### src/rtl/anim_sprite_ctrl_pkg.sv
// Shared types and helpers for the sprite animator: FSM states, colour bit
// positions and the column pattern generator.
package anim_pkg;
  typedef enum logic [1:0] {IDLE, RUN, DONE} state_t;

  localparam int COLOR_R  = 1;
  localparam int COLOR_G  = 0;
  localparam int MAX_COLS = 64;

  // SPRITE_W ones; pos 0 sits in the MSBs and each pos step moves right by sw.
  function automatic logic [MAX_COLS-1:0] sprite_pattern(input int pos, input int cols = 8,
                                                          input int sw = 2);
    logic [MAX_COLS-1:0] p;
    p = '0;
    for (int i = 0; i < MAX_COLS; i++)
      if (i >= cols - sw*(pos+1) && i < cols - sw*pos) p[i] = 1'b1;
    return p;
  endfunction
endpackage

### src/rtl/anim_sprite_ctrl_if.sv
// Request/display bundle between button logic, animator and matrix pins.
interface anim_sprite_ctrl_if #(
  parameter int NCH  = 3,
  parameter int COLS = 8,
  parameter int ROWS = 8
);
  logic [NCH-1:0]  req;
  logic            off;
  logic [ROWS-1:0] row;
  logic [COLS-1:0] r;
  logic [COLS-1:0] g;
  logic            busy;
  logic [NCH-1:0]  done;

  modport master (output req, off, input row, r, g, busy, done);
  modport slave  (input req, off, output row, r, g, busy, done);
endinterface

### src/rtl/anim_sprite_ctrl_row_scan.sv
// Row scanner: cycles rows, maps each row to its channel band and drives the
// registered row/colour pins from that channel's sprite position.
module anim_row_scan
  import anim_pkg::*;
#(
  parameter int NCH         = 3,
  parameter int COLS        = 8,
  parameter int ROWS        = 8,
  parameter int SPRITE_W    = 2,
  parameter int ROWS_PER_CH = 2,
  parameter int PW          = 2,
  parameter logic [2*NCH-1:0] CH_COLOR = 6'b11_01_10
) (
  input  logic                clk1khz,
  input  logic                rst,
  input  logic [NCH*PW-1:0]   pos_flat,
  input  logic                off,
  output logic [ROWS-1:0]     row,
  output logic [COLS-1:0]     r,
  output logic [COLS-1:0]     g
);
  localparam int RW = (ROWS > 1) ? $clog2(ROWS) : 1;

  logic [RW-1:0]               cnt;
  logic [NCH-1:0]              inband;
  logic [NCH-1:0][COLS-1:0]    pat;
  logic [COLS-1:0]             r_nxt, g_nxt;

  for (genvar c = 0; c < NCH; c++) begin : g_band
    localparam int BASE = c*(ROWS_PER_CH+1);
    assign inband[c] = (int'(cnt) >= BASE) && (int'(cnt) < BASE + ROWS_PER_CH);
    assign pat[c]    = COLS'(sprite_pattern(int'(pos_flat[c*PW +: PW]), COLS, SPRITE_W));
  end

  // Bands are disjoint, so at most one channel claims the current row.
  always_comb begin
    r_nxt = '0;
    g_nxt = '0;
    for (int i = 0; i < NCH; i++)
      if (inband[i]) begin
        if (CH_COLOR[2*i+COLOR_R]) r_nxt = pat[i];
        if (CH_COLOR[2*i+COLOR_G]) g_nxt = pat[i];
      end
  end

  always_ff @(posedge clk1khz or negedge rst) begin
    if (!rst) begin
      cnt <= '0;
      row <= '1;
      r   <= '0;
      g   <= '0;
    end else begin
      cnt <= (cnt == RW'(ROWS-1)) ? '0 : cnt + 1'b1;
      row <= off ? '1 : ~(ROWS'(1) << cnt);
      r   <= off ? '0 : r_nxt;
      g   <= off ? '0 : g_nxt;
    end
  end
endmodule

### src/rtl/anim_sprite_ctrl.sv
// Multi-channel sprite animator with round-robin play arbitration.
// Define ANIM_QUEUE_EN to queue requests that arrive while a play is running.
module anim_sprite_ctrl
  import anim_pkg::*;
#(
  parameter int NCH         = 3,
  parameter int COLS        = 8,
  parameter int ROWS        = 8,
  parameter int SPRITE_W    = 2,
  parameter int ROWS_PER_CH = 2,
  parameter int STEP_DIV    = 1000,
  parameter logic [2*NCH-1:0] CH_COLOR = {2'b11, 2'b01, 2'b10}
) (
  input  logic               clk1khz,
  input  logic               rst,
  anim_sprite_ctrl_if.slave  bus
);
  localparam int NPOS = COLS / SPRITE_W;
  localparam int PW   = (NPOS > 1) ? $clog2(NPOS) : 1;
  localparam int CW   = (NCH > 1) ? $clog2(NCH) : 1;
  localparam int TW   = $clog2(STEP_DIV);

  state_t                  state, state_nxt;
  logic [NCH-1:0]          req_q, req_q2, edg, acc, pend, clr;
  logic [NCH-1:0][PW-1:0]  pos;
  logic [NCH-1:0]          dir;
  logic [CW-1:0]           act, last, sel;
  logic                    sel_ok, tc, at_end;
  logic [TW-1:0]           tick;
  logic [NCH*PW-1:0]       pos_flat;

  assign edg = bus.off ? '0 : (req_q & ~req_q2);

`ifdef ANIM_QUEUE_EN
  assign acc = edg;
`else
  // Single-slot mode: only an idle, empty arbiter takes a request, lowest index first.
  always_comb begin
    acc = '0;
    if (state == IDLE && pend == '0)
      for (int i = NCH-1; i >= 0; i--)
        if (edg[i]) begin
          acc    = '0;
          acc[i] = 1'b1;
        end
  end
`endif

  always_comb begin
    sel_ok = 1'b0;
    sel    = last;
    for (int i = 1; i <= NCH; i++)
      if (!sel_ok && pend[(int'(last)+i) % NCH]) begin
        sel_ok = 1'b1;
        sel    = CW'((int'(last)+i) % NCH);
      end
  end

  assign tc     = (tick == TW'(STEP_DIV-1));
  assign at_end = dir[act] ? (pos[act] == '0) : (pos[act] == PW'(NPOS-1));
  assign clr    = (state == DONE) ? (NCH'(1) << act) : '0;

  always_comb begin
    state_nxt = state;
    case (state)
      IDLE:    if (sel_ok) state_nxt = RUN;
      RUN:     if (tc && at_end) state_nxt = DONE;
      DONE:    state_nxt = IDLE;
      default: state_nxt = IDLE;
    endcase
  end

  always_ff @(posedge clk1khz or negedge rst) begin
    if (!rst) state <= IDLE;
    else      state <= state_nxt;
  end

  always_ff @(posedge clk1khz or negedge rst) begin
    if (!rst) begin
      req_q  <= '0;
      req_q2 <= '0;
      pend   <= '0;
      pos    <= '0;
      dir    <= '0;
      act    <= '0;
      last   <= CW'(NCH-1);
      tick   <= '0;
    end else begin
      req_q  <= bus.req;
      req_q2 <= req_q;
      // A fresh edge on act in its DONE cycle re-arms pend.
      pend   <= (pend & ~clr) | acc;
      case (state)
        IDLE: if (sel_ok) begin
          act  <= sel;
          tick <= '0;
        end
        RUN: begin
          tick <= tc ? '0 : tick + 1'b1;
          if (tc && !at_end) pos[act] <= dir[act] ? pos[act] - 1'b1 : pos[act] + 1'b1;
        end
        DONE: begin
          dir[act] <= ~dir[act];
          last     <= act;
        end
        default: ;
      endcase
    end
  end

  assign bus.busy = (state == RUN);
  assign bus.done = clr;
  assign pos_flat = pos;

  anim_row_scan #(
    .NCH(NCH), .COLS(COLS), .ROWS(ROWS), .SPRITE_W(SPRITE_W),
    .ROWS_PER_CH(ROWS_PER_CH), .PW(PW), .CH_COLOR(CH_COLOR)
  ) u_scan (
    .clk1khz (clk1khz),
    .rst     (rst),
    .pos_flat(pos_flat),
    .off     (bus.off),
    .row     (bus.row),
    .r       (bus.r),
    .g       (bus.g)
  );
endmodule

### src/flat_wrapper.sv
// flat-port wrapper written by rule: the top's interface ports become plain ports
module anim_sprite_ctrl_flat import anim_pkg::*;
#(
  parameter int NCH         = 3,
  parameter int COLS        = 8,
  parameter int ROWS        = 8,
  parameter int SPRITE_W    = 2,
  parameter int ROWS_PER_CH = 2,
  parameter int STEP_DIV    = 1000,
  parameter logic [2*NCH-1:0] CH_COLOR = {2'b11, 2'b01, 2'b10}
)
  (clk1khz, rst, bus_req, bus_off, bus_row, bus_r, bus_g, bus_busy, bus_done);
  anim_sprite_ctrl_if #(.NCH(NCH), .COLS(COLS), .ROWS(ROWS)) bus_i ();
  input  logic clk1khz;
  input  logic rst;
  input wire logic [$bits(bus_i.req)-1:0] bus_req;
  input wire logic [$bits(bus_i.off)-1:0] bus_off;
  output wire logic [$bits(bus_i.row)-1:0] bus_row;
  output wire logic [$bits(bus_i.r)-1:0] bus_r;
  output wire logic [$bits(bus_i.g)-1:0] bus_g;
  output wire logic [$bits(bus_i.busy)-1:0] bus_busy;
  output wire logic [$bits(bus_i.done)-1:0] bus_done;
  assign bus_i.req = bus_req;
  assign bus_i.off = bus_off;
  assign bus_row = bus_i.row;
  assign bus_r = bus_i.r;
  assign bus_g = bus_i.g;
  assign bus_busy = bus_i.busy;
  assign bus_done = bus_i.done;
  anim_sprite_ctrl #(.NCH(NCH), .COLS(COLS), .ROWS(ROWS), .SPRITE_W(SPRITE_W), .ROWS_PER_CH(ROWS_PER_CH), .STEP_DIV(STEP_DIV), .CH_COLOR(CH_COLOR)) u_core (.clk1khz(clk1khz), .rst(rst), .bus(bus_i));
endmodule
### config.mk
export PLATFORM = sky130hd
export DESIGN_NAME = anim_sprite_ctrl_flat
export DESIGN_NICKNAME = d
export VERILOG_FILES = /design/src/rtl/anim_sprite_ctrl_pkg.sv /design/src/rtl/anim_sprite_ctrl_if.sv /design/src/rtl/anim_sprite_ctrl_row_scan.sv /design/src/rtl/anim_sprite_ctrl.sv /design/src/flat_wrapper.sv
export SDC_FILE = /design/constraint.sdc
export NUM_CORES = 1
export LEC_CHECK = 0
export ABC_AREA = 1
export BUFFER_PORTS_ARGS = -buffer_cell sky130_fd_sc_hd__clkbuf_2
export CELL_PAD_IN_SITES_DETAIL_PLACEMENT = 0
export CELL_PAD_IN_SITES_GLOBAL_PLACEMENT = 1
export CORE_ASPECT_RATIO = 0.7
export CORE_MARGIN = 5
export CORE_UTILIZATION = 24
export DETAILED_ROUTE_END_ITERATION = 7
export PLACE_DENSITY = 0.58
export SETUP_SLACK_MARGIN = 0.15
export SLEW_MARGIN = 20
export SYNTH_ARGS = -nofsm -noshare
export SYNTH_HDL_FRONTEND = slang
export SYNTH_SLANG_ARGS = --single-unit
### constraint.sdc
create_clock -name clk1khz -period 2.6 [get_ports clk1khz]
set_clock_uncertainty 0.2 [all_clocks]
set_input_delay 0.52 -clock clk1khz [delete_from_list [all_inputs] [get_ports clk1khz]]
set_output_delay 0.52 -clock clk1khz [all_outputs]
set_load 0.02 [all_outputs]
=== Word-level counts from Yosys, hierarchy flattened ===
Index checks and enable logic that the tools add are counted.

* Register bits: 61
* Input port bits: 6
* Logic and storage cells: 220

* $add $sub $neg: 16
* Div/mod/pow operators: 3
* Magnitude comparators: 57
* Equal/unequal tests: 7
* Shifts and indexed selects: 2
* Muxes and demuxes: 71
* Bitwise gates (word level): 7
* Reduce and logical (&&, ||, !) cells: 42

{| class="wikitable"
|+ Operators with widths
! kind !! number
|-
| $ge 4x32->1 const A || 12
|-
| $lt 4x32->1 const A || 12
|-
| $ge 3x32->1 const A || 6
|-
| $lt 3x32->1 const A || 6
|-
| $ge 1x32->1 const A || 3
|-
| $ge 2x32->1 const A || 3
|-
| $lt 1x32->1 const A || 3
|-
| $lt 2x32->1 const A || 3
|-
| $lt 32x4->1 const B || 3
|-
| $mod 32x3->32 const B || 3
|-
| $mux 8 || 7
|-
| $mux 1 || 36
|-
| $sub 5x32->32 const A || 1
|-
| $logic_and 1x1->1 || 31
|-
| $mux 3 || 7
|-
| $mux 10 || 2
|-
| $pmux 10 s2 || 1
|-
| $mux 2 || 8
|-
| $sub 4x3->5 const A || 3
|-
| $add 2x1->3 const B || 4
|-
| $add 10x1->10 const B || 1
|-
| $eq 10x10->1 const B || 1
|-
| $sub 4x4->5 const A || 2
|-
| $bmux 1 s2 || 4
|-
| 32 further kinds || 43
|}

=== Depth between registers and ports, before layout ===
Gate-level depths: netlist of run 1.

* Depth after elaboration: 14
* Mapped depth: 11
* Mapped depth without buffers: 11

=== Cells and area by module ===
From an unflattened synthesis of run 1, not the netlist that was laid out.

* Cell total of the unflattened synthesis: 329
* Area, all modules: 2767.7 µm²

{| class="wikitable"
|+ By module, submodules not included
! module !! instances !! cells each !! area an instance (µm²)
|-
| anim_sprite_ctrl || 1 || 235 || 1865.5
|-
| anim_row_scan || 1 || 94 || 902.1
|}

=== Worst setup path after synthesis of run 1 ===
OpenSTA, ideal clock, no wires.

* Path type: reg2reg
* Start point: register u_core.last[1]
* End point: register u_core.tick[6]
* Setup time: 83 ps
* Data arrival time: 1610 ps
* Required time: 2317 ps
* Slack: 707 ps
* Cell stages (with the launch flop): 9
* Buffers on the path: 0
* Period minus slack after synthesis: 1893 ps
* Path through: dfstp_2 ha_1 nand2_1 nand3_1 nand2_1 nand3_1 nand2_1 nand2_2 o21ai_0

* Longest elaborated chain between the ends: 14
* Elaborated cells on any way between the ends: 24

{| class="wikitable"
|+ Ends and longest elaborated chain
! what !! RTL line !! source
|-
| start: declaration || anim_sprite_ctrl.sv:27 || <nowiki>logic [CW-1:0] act, last, sel;</nowiki>
|-
| start signal: assignment || anim_sprite_ctrl.sv:86 || <nowiki>last <= CW'(NCH-1);</nowiki>
|-
| start signal: assignment || anim_sprite_ctrl.sv:104 || <nowiki>last <= act;</nowiki>
|-
| $add 2x1->3 || anim_sprite_ctrl.sv:53 || <nowiki>if (!sel_ok && pend[(int'(last)+i) % NCH]) begin</nowiki>
|-
| $mod 32x3->32 || anim_sprite_ctrl.sv:53 ||
|-
| $bmux 1 s2 || anim_sprite_ctrl.sv:53 ||
|-
| $mux 1 (not written as such) (2 in a row) || anim_sprite_ctrl.sv:53 ||
|-
| $mux 1 || anim_sprite_ctrl.sv:53 ||
|-
| $logic_not 1->1 || anim_sprite_ctrl.sv:53 ||
|-
| $logic_and 1x1->1 || anim_sprite_ctrl.sv:53 ||
|-
| $mux 1 || anim_sprite_ctrl.sv:53 ||
|-
| $logic_not 1->1 || anim_sprite_ctrl.sv:53 ||
|-
| $logic_and 1x1->1 || anim_sprite_ctrl.sv:53 ||
|-
| $mux 1 * || anim_sprite_ctrl.sv:53 ||
|-
| $ne 2x1->1 (no source line) * || n/a ||
|-
| $reduce_and 2->1 (no source line) * || n/a ||
|-
| end signal: assignment || anim_sprite_ctrl.sv:99 || <nowiki>tick <= tc ? '0 : tick + 1'b1;</nowiki>
|-
| end: declaration || anim_sprite_ctrl.sv:29 || <nowiki>logic [TW-1:0] tick;</nowiki>
|}

Every way passes the cells marked *; elsewhere a longest branch is shown, timed or not. The select of a mux whose other input is x is not followed.
A chain may end at the register's enable or synchronous reset.

=== Worst setup path after layout of run 1 ===
* Start point: register u_core.act[1]
* End point: output port bus_done[2]

* Longest elaborated chain between the ends: 2

{| class="wikitable"
|+ Ends and longest elaborated chain
! what !! RTL line !! source
|-
| start: declaration || anim_sprite_ctrl.sv:27 ||
|-
| start signal: assignment || anim_sprite_ctrl.sv:95 || <nowiki>act <= sel;</nowiki>
|-
| $shl 1x2->3 || anim_sprite_ctrl.sv:61 || <nowiki>assign clr = (state == DONE) ? (NCH'(1) << act) : '0;</nowiki>
|-
| $mux 3 || anim_sprite_ctrl.sv:61 ||
|-
| end: declaration || flat_wrapper.sv:22 || <nowiki>output wire logic [$bits(bus_i.done)-1:0] bus_done;</nowiki>
|}

No other way between the ends.

==> results.toml, run 1 <==
[power]
cellPowerDensity_nw_per_um2 = 471.6
p_seq_share_pct = 54.7
p_sw_uw = 325.4
irDropWorstVdd_mv = 0.2374
netSwitchingFraction_pct = 21.36
total_power_mw = 1.523
clockPowerShare_pct = 42.7
pwr-share-comb_pct = 2.6
leakagePower_nw = 1.554
p_int_mw = 1.198

[route]
drc = 0
routed_wl_mm = 6.331
m1WireLength_mm = 3.383
vias = 2185
top_layer_used = "met4"
drtAntennaViolNets = 0
drt_iter0_markers = 85
vias_per_cell = 4.276
first_pass_iters = 4
routedWlPerCell_um = 12.39
wl_met2_mm = 2.580
wl_met3_um = 326

[logic_synthesis]
yosys.area_share.adder_pct = 4.507
synth_xor_area_share_pct = 0.6309
avgSynthCellArea_um2 = 8.543
ys_seq_area_share_pct = 48.17
yosysWarnings = 0
syn_inst = 325
synthMuxAreaShare_pct = 0
netlist_area_um2 = 2776
synth_top_family_by_area = "simple AND/OR/NAND/NOR gates"
synth_seq_cells = 53
ys_types = 33
synth_compound_area_share_pct = 8.562
yosys.area_share.simple_pct = 30.24
syn_nets = 341

[floorplan]
die-width_um = 138.6
io_pins = 34
start_util_pct = 24.85
dieArea_um2 = 13850
fp.coreArea_um2 = 11170
rows = 32
die_y_um = 99.99

[global_route]
grt_pass1_vias = 2212
antenna_found_initial = 0
gr-total-overflow = 0
grt_start_max_net_pins = 24
grt_pass1_wl_mm = 11.13
track_usage_pct = 9.842

[critical_path]
cp-end-kind = "output port"
crit_family = "flip-flops"
cp_max_fo = 7
critical_path_class = "flip-flop to output port"
path_cells = "inv_2 -> nor2_1 -> inv_1 -> nor2_1 -> clkbuf_2"
cpPeakStageDelay_ps = 470
required_ps = 1880
critPathMostFrequentCell = "nor2_1"
worstPathArrival_ps = 1600
cp_slowest_cell = "dfrtp_2"
critPathLaunchType = "flip-flop"
crit_buf_inv = 3

[sta]
relSlewSlack_pct = 61.46
hold_violations = 0
tightest_slew_ps = 578.2
timing.hold.ws_ps = 15.88
setup_viol = 0
fin_setup_tns_ps = 0
finalCritPeriodShare_pct = 89.29
fmax_mhz = 430.7
layout_setup_ws_ps = 278.4
timing.final.crit_period_ps = 2322
maxSlewViolCount = 0
rsz0062_at_grt = "false"

[final_layout]
area_growth_pct = 16.36
num_antenna_cells = 0
final_cells = 511
fin_area_um2 = 3231
drive_gt1_share_pct = 23.18
utilization_pct = 28.92
final_nets = 373

[clocking]
cts_hold_buf = 0
cts_num_sinks = 53
cts_buffers = 5
clock_latency_ps = 290
htree_levels = 2
cts_setup_buffers = 0
clkSlewWorstSetupHoldPaths_ps = 70
cts_tree = "done"
clk_path_buf_depth = 2
root_buffer = "clkbuf_16"

[placement]
port_buffers = 33
place.detailed.hpwl_mm = 4.832
globalplace.congestion = 0.7953
dp_slack_ps = 413.0
place_area_um2 = 3079
dp_cells = 503

[flow_run]
drv_cap = 0

[run_status]
status = "finished, final reports clean"

[hold_path]
hp-class = "input port to asynchronous set/reset pin"
-- power by group through the flow --
stage / registers [mW] / clock network, mW / logic, mW
4_1_cts: 0.834 / 0.688 / 0.0409
2_1_floorplan: 0.851 / 0 / 0.00930
3_5_place_dp: 0.849 / 0 / 0.0405
3_3_place_gp: 0.849 / 0 / 0.0408
6_report: 0.834 / 0.651 / 0.0390
5_1_grt: 0.834 / 0.718 / 0.0461
-- metal layers --
layer  global-route usage (%)  vias to the layer above
met5                        0                        -
met4                    2.126                        0
met3                    3.095                        4
met2                    14.36                       43
met1                    14.29                     1016
li1                         -                     1122
-- area by class of cell --
class                   instances  area [um2]
clock buffers                   6       128.9
clock inverters                 2       15.01
fillers                      1188        7940
inverters                      40       150.1
multi-input cells             222        1225
flip-flops and latches         53        1340
well taps                     153       191.4
repair buffers                 35       180.2
-- worst reg2reg max path, delay by kind of cell, from the launching register on --
kind / cells / cell delay (ps)
AO/OA/AOI/OAI: 1 / 190
adder cells (fa/ha/maj): 1 / 380
buffers and inverters: 2 / 140
flip-flops: 1 / 410
AND/OR/NAND/NOR: 6 / 710
-- synthesized netlist by cell type --
library cell	instances	area (um2)
a21oi_1	14	70.07
buf_2	1	5.000
buf_4	8	60.06
clkbuf_1	1	3.750
dfrtp_1	44	1101
dfstp_2	9	236.5
ha_1	10	125.1
inv_1	34	127.6
inv_2	6	22.52
nand2_1	63	236.5
nand2_2	5	31.28
nand2_4	3	33.78
nand3_1	34	170.2
nand3_2	3	30.03
nand3_4	2	35.03
nand4_1	9	56.30
nor2_1	30	112.6
nor2_2	6	37.54
nor2_4	1	11.26
nor2_8	1	20.02
nor3_1	2	10.01
nor3b_1	2	15.01
nor4_4	1	21.27
o211ai_1	1	7.510
o21ai_0	22	110.1
o21ai_1	3	15.01
o21bai_1	1	7.510
o22ai_1	3	18.77
o32ai_1	1	8.760
or2_0	1	6.260
or2_1	2	12.51
xnor2_1	1	8.760
xor2_1	1	8.760
-- flip-flops by register name, indices dropped and copies added (netlist names) --
signal	flops
u_core.last	2
u_core.state	2
u_core.u_scan.r	4
u_core.u_scan.cnt	3
u_core.pend	3
u_core.pos	6
u_core.req_q	3
u_core.u_scan.g	4
u_core.dir	3
u_core.req_q2	3
u_core.tick	10
u_core.u_scan.row	8
u_core.act	2
-- path summary, 6_finish.rpt --
kind                                 start                to  slack, ps  cells after the start
setup / recovery             u_core.act[1]       bus_done[2]        280                      5
hold / removal                         rst  u_core.req_q2[0]         20                      1
setup reg to reg            u_core.last[0]    u_core.tick[4]        480                     10
hold reg to reg            u_core.req_q[0]  u_core.req_q2[0]        170                      0
max in group asynchronous              rst    u_core.last[1]       1480                      2
min in group clk1khz            bus_req[2]   u_core.req_q[2]        140                      1
-- what timing repair did --
action,4_1_cts,5_1_grt
endpoints found under the setup margin,2,2
gates resized for setup,2,2
pin swaps,0,0
-- logic make-up after synthesis --
kind of cell,count (synthesis)
flip-flops,53
AO/OA/AOI/OAI,45
adder cells (fa/ha/maj),10
XOR/XNOR,2
AND/OR/NAND/NOR,165
buffers and inverters,50
-- cell usage in the layout, fill, tap and decap left out, types with 2 or more instances in the layout --
| cell | n |
|---|---|
| nand2_1 | 62 |
| dfrtp_1 | 42 |
| inv_1 | 34 |
| nand3_1 | 34 |
| clkbuf_2 | 33 |
| nor2_1 | 29 |
| o21ai_0 | 22 |
| a21oi_1 | 14 |
| ha_1 | 10 |
| nand4_1 | 9 |
| dfstp_2 | 9 |
| nor2_2 | 7 |
| inv_2 | 6 |
| nand2_2 | 6 |
| clkbuf_16 | 5 |
| o21ai_1 | 3 |
| o22ai_1 | 3 |
| nand2_4 | 3 |
| nand3_2 | 3 |
| or2_1 | 2 |
| nor3b_1 | 2 |
| nor3_1 | 2 |
| nand3_4 | 2 |
| clkinvlp_4 | 2 |
| buf_4 | 2 |
| dfrtp_2 | 2 |
Power figures use the tool's default switching activity.
==> inputs of run 2 (changes only) <==
CORE_MARGIN = unset   (was 5)
==> results.toml, run 2 (synthesis gave the netlist of run 1 again) <==
[sta]
rsz0062_at_grt = "false"
fmax_mhz = 426.5
layout_setup_ws_ps = 255.5
maxSlewViolCount = 0
setup_viol = 0
relSlewSlack_pct = 55.52
hold_violations = 0
tightest_slew_ps = 667.2
timing.hold.ws_ps = 51.32
timing.final.crit_period_ps = 2345
finalCritPeriodShare_pct = 90.17
fin_setup_tns_ps = 0

[critical_path]
crit_family = "flip-flops"
crit_buf_inv = 2
critPathLaunchType = "flip-flop"
r2r_setup_slack_ps = 450
reg2regPathDepth = 9
cpPeakStageDelay_ps = 490
worstPathArrival_ps = 1620
cp-end-kind = "output port"
r2r_start = "u_core.last[1]"
cp_max_fo = 7
cp_slowest_cell = "dfrtp_2"
path_cells = "inv_2 -> nand2_1 -> nor2_1 -> clkbuf_2"
r2r-end = "u_core.tick[9]"
required_ps = 1880
critical_path_class = "flip-flop to output port"

[clocking]
cts_buffers = 5
root_buffer = "clkbuf_16"
clkSlewWorstSetupHoldPaths_ps = 70
htree_levels = 2
cts_tree = "done"
cts_setup_buffers = 0
clk_path_buf_depth = 2
clock_latency_ps = 290
cts_num_sinks = 53

[final_layout]
drive_gt1_share_pct = 23.25
final_nets = 372
layout_common_cells = "nand2_1, dfrtp_1, inv_1, nand3_1, clkbuf_2"
n_fill_cell = 1225
top_register = "u_core.tick"
area_growth_pct = 16.58
largest_reg_flops = 10
final_cells = 510
top_regs = "u_core.tick (10), u_core.u_scan.row (8), u_core.pos (6)"
num_antenna_cells = 0
final_common_cell = "nand2_1"

[route]
wl_met2_mm = 2.267
m1WireLength_mm = 3.562
drtAntennaViolNets = 0
top_layer_used = "met4"
first_pass_iters = 4
drc = 0
drt_iter0_markers = 86
vias = 2178
routed_wl_mm = 6.075
wl_met3_um = 225
routedWlPerCell_um = 11.91
vias_per_cell = 4.271

[run_status]
status = "finished, final reports clean"

[placement]
place.detailed.hpwl_mm = 4.499
port_buffers = 33
dp_slack_ps = 387.5
dp_cells = 502
globalplace.congestion = 0.7953

[floorplan]
dieArea_um2 = 12010
die_y_um = 91.99
io_pins = 34
rows = 32
start_util_pct = 24.94
die-width_um = 130.6
fp.coreArea_um2 = 11130

[global_route]
track_usage_pct = 10.99
antenna_found_initial = 0
grt_start_max_net_pins = 31
grt_pass1_vias = 2112
grt_pass1_wl_mm = 10.45
gr-total-overflow = 0

[flow_run]
drv_cap = 0

[power]
cellPowerDensity_nw_per_um2 = 476.6
total_power_mw = 1.543
irDropWorstVdd_mv = 0.2703
leakagePower_nw = 1.562

[hold_path]
hp-class = "input port to asynchronous set/reset pin"
[run 2: how the worst max path moves through the flow]
stage / slack, ps / start / cells after the start / end
finish: 260 / u_core.act[0] / 4 / bus_done[0]
global route: 210 / u_core.act[0] / 4 / bus_done[0]
CTS: 150 / u_core.act[1] / 5 / bus_done[2]
detailed placement: 390 / u_core.last[1] / 9 / u_core.tick[9]
global placement: 460 / u_core.last[1] / 9 / u_core.tick[8]
floorplan: 710 / u_core.last[1] / 8 / u_core.tick[6]
[run 2: metrics by stage]
stage,utilization (%),area [um2]
2_1_floorplan,-,2776
3_3_place_gp,27.71,3084
3_5_place_dp,27.71,3084
4_1_cts,29.00,3228
5_1_grt,29.08,3237
6_report,29.08,3237
[run 2: what timing repair did]
action,4_1_cts,5_1_grt
gates resized for setup,1,4
endpoints found under the hold margin,0,0
pin swaps,0,0
hold buffers,0,0
setup endpoints to repair,2,3
[run 2: per-layer routing]
layer  GRT usage, %  up-vias
met5              0        -
met4          1.437        0
met3          3.267        2
met2          14.42       29
met1          17.48     1029
li1               -     1118
[run 2: layout make-up]
cell class              count  area, um2  area share [%]
flip-flops and latches     53       1340           41.40
multi-input cells         222       1227           37.92
well taps                 153      191.4           5.914
repair buffers             34      185.2           5.721
inverters                  40      150.1           4.639
clock buffers               6      128.9           3.981
clock inverters             2      13.76          0.4252
[run 2: report_power, final]
part           switching (mW)  internal, mW
clock network           0.310         0.360
logic                  0.0287       0.00998
registers             0.00245         0.831
==> inputs of run 3 (changes only) <==
--- a/config.mk
+++ b/config.mk
@@ -15,2 +15,3 @@
 export PLACE_DENSITY = 0.58
+export REMOVE_ABC_BUFFERS = 1
 export SETUP_SLACK_MARGIN = 0.15
==> constraint.sdc (replaced) <==
create_clock -name clk1khz -period 2.6 [get_ports clk1khz]
set_clock_uncertainty 0.2 [all_clocks]
set_input_delay 0.26 -clock clk1khz [delete_from_list [all_inputs] [get_ports clk1khz]]
set_output_delay 0.26 -clock clk1khz [all_outputs]
set_load 0.02 [all_outputs]
==> results.toml, run 3 (synthesis gave the netlist of run 1 again) <==
[run_status]
status = "finished, final reports clean"

[sta]
hold_violations = 0
tightest_slew_ps = 567.3
relSlewSlack_pct = 62.18
timing.hold.ws_ps = 61.88
timing.final.crit_period_ps = 2255
finalCritPeriodShare_pct = 86.74
fmax_mhz = 443.4
fin_setup_tns_ps = 0
maxSlewViolCount = 0
rsz0062_at_grt = "false"
setup_viol = 0

[placement]
place_area_um2 = 3084
globalplace.congestion = 0.7836
dp_cells = 502
port_buffers = 33
place.detailed.hpwl_mm = 4.828

[floorplan]
io_pins = 34
die_y_um = 91.99
rows = 32
start_util_pct = 24.94
die-width_um = 130.6
dieArea_um2 = 12010
fp.coreArea_um2 = 11130

[critical_path]
path_cells = "inv_2 -> nor2_2 -> inv_1 -> nor2_1 -> clkbuf_2"
cp-end-kind = "output port"
worstPathArrival_ps = 1800
crit_buf_inv = 3
required_ps = 2140
cpPeakStageDelay_ps = 530
cp_max_fo = 7
cp_slowest_cell = "dfrtp_1"
critPathLaunchType = "flip-flop"
critical_path_class = "flip-flop to output port"
crit_family = "flip-flops"

[global_route]
track_usage_pct = 11.74
grt_pass1_vias = 2072
grt_start_max_net_pins = 34
gr-total-overflow = 0
grt_pass1_wl_mm = 10.70
antenna_found_initial = 0

[final_layout]
fin_area_um2 = 3297
final_common_cell = "nand2_1"
final_nets = 376
top_regs = "u_core.tick (10), u_core.u_scan.row (8), u_core.pos (6)"
largest_reg_flops = 10
num_antenna_cells = 0
utilization_pct = 29.62
layout_common_cells = "nand2_1, dfrtp_1, inv_1, nand3_1, clkbuf_2"
final_cells = 514
drive_gt1_share_pct = 21.61
area_growth_pct = 18.75
top_register = "u_core.tick"

[hold_path]
hp-class = "input port to flip-flop"

[route]
first_pass_iters = 4
routedWlPerCell_um = 12.35
drt_iter0_markers = 165
drc = 0
routed_wl_mm = 6.348
vias_per_cell = 4.243
vias = 2181
drtAntennaViolNets = 0

[power]
irDropWorstVdd_mv = 0.2939
leakagePower_nw = 1.594
cellPowerDensity_nw_per_um2 = 501.4

[clocking]
clock_latency_ps = 290
cts_resized = 0
clkSlewWorstSetupHoldPaths_ps = 70
htree_levels = 2
clk_path_buf_depth = 2
cts_buffers = 5
cts_num_sinks = 53
root_buffer = "clkbuf_16"
cts_tree = "done"
cts_setup_buffers = 0

[flow_run]
drv_cap = 0
==> run 3: changes by cell type in the layout (fill, tap and decap cells not counted), moves of 2 or more <==
| cell | before | now |
|---|---|---|
| nor2_1 | 28 | 30 |
| dlygate4sd3_1 | 0 | 4 |
| dfrtp_1 | 42 | 44 |
| dfrtp_2 | 2 | 0 |
| nor2_2 | 8 | 6 |
==> run 3: through the flow <==
stage / setup WS, ps / power, mW
after floorplan: 707.1 / 0.8592
after global placement: 465.5 / 0.8903
after detailed placement: 350.1 / 0.8906
after CTS: 321.7 / 1.687
after global routing: 161.2 / 1.730
final: 344.6 / 1.653
==> run 3: layout make-up <==
cell class	count	area [um2]
repair buffers	38	225.2
fillers	1212	7834
inverters	40	150.1
multi-input cells	222	1220
well taps	153	191.4
flip-flops and latches	53	1338
clock inverters	1	30.03
clock buffers	7	142.6
==> run 3: worst paths after layout <==
check | start | endpoint | slack (ps) | depth (start not counted)
setup / recovery | u_core.act[0] | bus_done[1] | 340 | 5
hold / removal | bus_off | u_core.u_scan.row[1] | 60 | 3
setup reg to reg | u_core.last[1] | u_core.tick[5] | 380 | 9
hold reg to reg | u_core.req_q[1] | u_core.req_q2[1] | 180 | 0
max in group asynchronous | rst | u_core.u_scan.row[4] | 1250 | 3
min in group asynchronous | rst | u_core.u_scan.r[1] | 310 | 2
==> run 3: report_power, final <==
part	internal, mW	total (mW)	switching (mW)
registers	0.832	0.834	0.00249
logic	0.0139	0.0436	0.0297
clock network	0.481	0.775	0.294
==> run 3: repair_timing <==
action                                  4_1_cts  5_1_grt
endpoints found under the setup margin        0        0
hold buffers                                  4        0
hold endpoints to repair                     20        0
==> run 3: per-layer routing <==
metal  share of wire, %  up-vias  GRT usage (%)
li1                   -     1126              -
met4                1.3        0          4.310
met5                  0        -              0
met1                 57     1011          18.79
met2                 38       40          14.37
met3                4.2        4          2.975
==> run 3: worst reg2reg max path, delay by kind of cell (launching register included) <==
family,cells,cell delay [ps]
DFF,1,570
and+or+nand+nor,5,770
buffers and inverters,2,190
adders and majority gates,1,220
AOI/OAI and AO/OA,1,200
